[config.mk]
export PLATFORM = sky130hd
export DESIGN_NAME = fetch_stage
export DESIGN_NICKNAME = d
export VERILOG_FILES = /design/src/rtl/fetch_stage.sv
export SDC_FILE = /design/constraint.sdc
export NUM_CORES = 1
export LEC_CHECK = 0
export CAP_MARGIN = 25
export CORE_MARGIN = 3
export CORE_UTILIZATION = 51
export DETAILED_ROUTE_END_ITERATION = 7
export PLACE_DENSITY_LB_ADDON = 0.05
export SLEW_MARGIN = 10
export SYNTH_ARGS = -nofsm -noshare
export SYNTH_HDL_FRONTEND = slang
export SYNTH_SLANG_ARGS = --single-unit
export TNS_END_PERCENT = 30
[constraint.sdc]
create_clock -name clk -period 8.1 [get_ports clk]
set_input_delay 0.81 -clock clk [delete_from_list [all_inputs] [get_ports clk]]
set_output_delay 0.81 -clock clk [all_outputs]
set_load 0.02 [all_outputs]
[src/rtl/fetch_stage.sv]
`default_nettype none
// ---------------------------------------------------------------------------
// fetch_stage : PC generation, synchronous ROM request, IF/ID register with a
//               one-entry stall hold buffer and single-delay-slot jumps. rev 1.0
// ---------------------------------------------------------------------------
module fetch_stage #(
  parameter logic [31:0] RESET_PC = 32'h0000_0000
) (
  input  logic        clk,
  input  logic        rst,
  input  logic        stall_i,
  input  logic        jump_en_i,
  input  logic [31:0] jump_addr_i,
  output logic        rom_en_o,
  output logic [31:0] rom_addr_o,
  input  logic [31:0] rom_data_i,
  output logic [31:0] id_addr_o,
  output logic [31:0] id_data_o,
  output logic        id_valid_o
);

  // id_valid_o uses inverted sense: 0 means the IF/ID word is live.
  localparam logic VALID   = 1'b0;
  localparam logic INVALID = 1'b1;

  typedef enum logic [0:0] {
    BOOT = 1'b0,
    RUN  = 1'b1
  } state_t;

  state_t      state;
  state_t      state_next;

  logic [31:0] pc;
  logic        req_valid;
  logic [31:0] req_addr;
  logic        buf_valid;
  logic [31:0] buf_addr;
  logic [31:0] buf_data;
  logic        issue;
  logic        unused_ok;

  always_ff @(posedge clk or posedge rst) begin
    if (rst) begin
      state <= BOOT;
    end else begin
      state <= state_next;
    end
  end

  always_comb begin
    state_next = state;
    case (state)
      BOOT:    state_next = RUN;
      RUN:     state_next = RUN;
      default: state_next = BOOT;
    endcase
  end

  assign issue      = (state == RUN) && !stall_i;
  assign rom_en_o   = issue;
  assign rom_addr_o = pc;

  // Jump targets are word aligned, so the low target bits are dropped.
  assign unused_ok  = ^jump_addr_i[1:0];

  always_ff @(posedge clk or posedge rst) begin
    if (rst) begin
      pc <= RESET_PC;
    end else if (issue) begin
      if (jump_en_i) begin
        pc <= {jump_addr_i[31:2], 2'b00};
      end else begin
        pc <= pc + 32'd4;
      end
    end
  end

  // A request issued alongside a sampled jump is the squashed branch+8 fetch.
  always_ff @(posedge clk or posedge rst) begin
    if (rst) begin
      req_valid <= 1'b0;
      req_addr  <= 32'h0;
    end else begin
      req_valid <= issue && !jump_en_i;
      req_addr  <= pc;
    end
  end

  always_ff @(posedge clk or posedge rst) begin
    if (rst) begin
      buf_valid <= 1'b0;
      buf_addr  <= 32'h0;
      buf_data  <= 32'h0;
    end else if (stall_i) begin
      if (req_valid) begin
        buf_valid <= 1'b1;
        buf_addr  <= req_addr;
        buf_data  <= rom_data_i;
      end
    end else begin
      buf_valid <= 1'b0;
    end
  end

  always_ff @(posedge clk or posedge rst) begin
    if (rst) begin
      id_addr_o  <= 32'h0;
      id_data_o  <= 32'h0;
      id_valid_o <= INVALID;
    end else if (!stall_i) begin
      if (buf_valid) begin
        id_addr_o  <= buf_addr;
        id_data_o  <= buf_data;
        id_valid_o <= VALID;
      end else if (req_valid) begin
        id_addr_o  <= req_addr;
        id_data_o  <= rom_data_i;
        id_valid_o <= VALID;
      end else begin
        id_valid_o <= INVALID;
      end
    end
  end

  // No request issues during a stall, so an outstanding return and a held
  // word can never coexist.
  assert property (@(posedge clk) disable iff (rst) !(req_valid && buf_valid));

endmodule
`default_nettype wire

## After elaboration in Yosys (flattened, before gate mapping)

Index checks and enable logic that the tools add are counted.

| word-level totals | value |
|---|---|
| bits in registers | 196 |
| input bits | 68 |
| output and inout port bits | 98 |
| logic and storage cells | 29 |

| cells by class | value |
|---|---|
| add/sub/neg operators | 1 |
| reduce and logical (&&, ||, !) cells | 7 |
| bitwise operators | 1 |
| muxes and demuxes | 9 |
| equal/unequal tests | 1 |

Operator list:

| kind | count |
|---|---|
| $mux W32 | 5 |
| $add A32 B3 Y32 const B | 1 |
| $mux W1 | 4 |
| $reduce_and A2 Y1 | 2 |
| $logic_and A1 B1 Y1 | 2 |
| $logic_not A1 Y1 | 2 |
| $ne A2 B1 Y1 const B | 1 |
| $reduce_bool A2 Y1 | 1 |
| $not A1 Y1 | 1 |

## Logic depth before layout (Yosys ltp)

| logic depth | value |
|---|---|
| word-level depth | 3 |
| depth in mapped cells | 7 |

## Least setup slack after synthesis

Ideal clock, no wire load.

| timing | value |
|---|---|
| path kind | input -> output |
| start point | input port stall_i |
| end point | output port rom_en_o |
| path buffers | 1 |
| arrival | 1.517 ns |
| slack | 5.773 ns |
| cell stages on the path | 3 |
| data required time | 7.290 ns |
| path through | nand2b_1 > inv_2 > clkbuf_1 |

| between the ends | value |
|---|---|
| word-level cells in the longest chain between the ends | 2 |

Ends and longest elaborated chain:

| item | line | source |
|---|---|---|
| from (decl) | 11 | `input logic stall_i,` |
| $logic_not A1 Y1 | - |  |
| $logic_and A1 B1 Y1 | 60 | `assign issue = (state == RUN) && !stall_i;` |
| to (decl) | 14 | `output logic rom_en_o,` |

No other way between the ends.

## Worst setup path after layout

Same ends and word-level chain as after synthesis.

==> run summary <==
outcome: complete, no violations
PD cells: 263 mW/mm2
CP Data Required Time: 7.29 ns
Final Hold Fails: 0
share of layout cells above drive strength 1: 14.0%
final clock skew: 0.00779 ns
Post-CTS Setup Inserts: 0
post-CTS sizing: 0
Syn Area/Cell: 11.6 um2
fillers: 1212
number of synthesized flops with an enable pin: 0
asr flop ratio synth: 100%
worst hold slack: 0.468 ns
Die Span X: 132 um
CTS Sinks: 188
fin util: 67.7%
Worst Hold Class: flip-flop to flip-flop
Max Cap Viol: 0
Data arrival, critical path: 2.99 ns
Power Total: 2.74 mW
Sum Neg Setup Slack: 0 ns
WS Path Type: primary input to output port
Core Region: 0.0154 mm2
Worst-path clk slew: 0.07 ns
Max Clk Rate: 263 MHz
slew margin rel.: 38.7%
Final min period: 3.80 ns
Detailed Routing Iterations Pass 1: 6
post-synth top area share: 57.9%
commonest non-fill, non-tap cell in the layout: dfrtp_1
Worst VDD drop: 149 uV
fin worst setup slack: 4.30 ns
Final #Nets: 903
Non-Filler Instances: 1058
drt total wl: 17700 um
crit share post-route: 46.9%
footprint of the multi-input gates: 0.00313 mm2
Die ar.: 0.0174 mm2
# diodes: 0
yosys warns: 0
Main synth FF type: dfrtp_1
Pleak: 4.40 nW
critical path capture point type: output port
Row Count: 45
DP HPWL: 11400 um
grt ovf: 0
final slew viol count: 0
hold buffer count at cts: 0
pre-CTS setup slack: 4.34 ns
synthesized area: 0.00808 mm2
Sequential Area: 0.00471 mm2
vias in the first global route: 5802
Ports: 166
Finished Cell Area: 0.0104 mm2
antenna violations before repair: 0
Seq/Total Area, Yosys: 58.2%
clock latency on the worst-skew pair: 0.43 ns
clock buffer count from CTS: 17
Initial DRC Count: 299
FF+latch count, synth: 188
per-cell routed wire length: 16.7 um
crit-path max FO: 40
element type at the critical path start: primary input
input/output buffers: 159
CTS tree: yes
CTS root buffer: clkbuf_16
chip height: 132 um
Post-Syn Instances: 694
gpl congestion: 0.855
DR vias: 5799
Setup Viol. Count Final: 0
antenna-violating nets left: 0
synth top area cells: dfrtp_1, mux2_2, mux2i_1, o21ai_0, nand2_1
actual slew at the worst max-slew pin: 0.920 ns
GRT Total Usage: 20.6%
initial core utilization: 52.6%
first-pass GRT wire length: 29200 um
routed vias/inst: 5.48
H-tree depth: 4
clock buffer depth: 2
Cell Area, Placed: 0.00980 mm2
Area Overhead vs Synth: 28.7%
most frequent cells in the layout: dfrtp_1, clkdlybuf4s50_1, o21ai_0
dpl cells: 1025
area leader, netlist: dfrtp_1
detailed-route DRC error count: 0
synth unique cells: 52
RSZ-0062 raised after global routing: false
largest net degree at the start of global routing: 126
==> flip-flops by register name (all words and copies together) (netlist names) <==
| register | count |
|---|---|
| buf_data | 32 |
| id_data_o | 32 |
| buf_addr | 30 |
| id_addr_o | 30 |
| req_addr | 30 |
| rom_addr_o | 30 |
| buf_valid | 1 |
| id_valid_o | 1 |
| req_valid | 1 |
| state | 1 |
==> synth_stat cells, types with 3 or more instances <==
| master | number |
|---|---|
| dfrtp_1 | 187 |
| o21ai_0 | 83 |
| nand2_1 | 77 |
| mux2i_1 | 68 |
| mux2_2 | 62 |
| clkbuf_1 | 25 |
| nor2_1 | 23 |
| a21oi_1 | 20 |
| nand3_1 | 16 |
| nor3_1 | 15 |
| inv_1 | 11 |
| o22ai_1 | 10 |
| buf_2 | 8 |
| nand4_1 | 8 |
| and3_1 | 7 |
| buf_1 | 6 |
| nor4_1 | 6 |
| a31oi_1 | 4 |
| buf_4 | 4 |
| buf_6 | 4 |
| a32oi_1 | 3 |
| and4_1 | 3 |
| nor2b_1 | 3 |
==> worst max-delay path, cell delays in order <==
cell	delay, ns
clkdlybuf4s50_1	0.56
nand2b_1	0.22
buf_4	0.26
inv_2	0.42
clkdlybuf4s50_1	0.70
==> final cells by class <==
class | count | area share, %
clock inverters | 15 | 1.45
well taps | 211 | 2.54
inverters | 12 | 0.505
flip-flops and latches | 188 | 45.3
multi-input cells | 450 | 30.1
clock buffers | 17 | 4.09
repair buffers | 165 | 16.1
==> metal layers <==
metal	vias up	GRT usage (%)	part of all wire (%)
met3	23	4.39	4.9
met2	190	33.2	48
li1	2743	-	-
met5	-	0	0
met1	2843	28.1	46
met4	0	6.83	1.7
==> power by group <==
group / switching, mW / internal, mW
Combinational: 0.316 / 0.330
Clock: 0.379 / 0.436
Sequential: 0.141 / 1.14
Total: 0.837 / 1.90
==> final timing paths <==
path | endpoint | slack [ns] | depth (start not counted) | start
hold reg to reg | req_addr[17] | 0.47 | 0 | rom_addr_o[17]
hold / removal | req_addr[17] | 0.47 | 0 | rom_addr_o[17]
setup reg to reg | rom_addr_o[28] | 5.99 | 7 | state
max in group asynchronous | buf_valid | 5.62 | 3 | rst
min in group asynchronous | id_data_o[20] | 0.93 | 2 | rst
setup / recovery | rom_en_o | 4.30 | 5 | stall_i
==> kinds of logic after synthesis <==
family / count (synthesis) / share of synthesized area, %
buffers and inverters: 59 / 3.42
other: 2 / 0.0929
adder cells (fa/ha/maj): 1 / 0.155
AND/OR/NAND/NOR: 172 / 10.9
multiplexers: 132 / 17.3
flip-flops: 188 / 58.2
AO/OA/AOI/OAI: 140 / 9.87
Note: power is estimated with default switching activity, not from simulation.
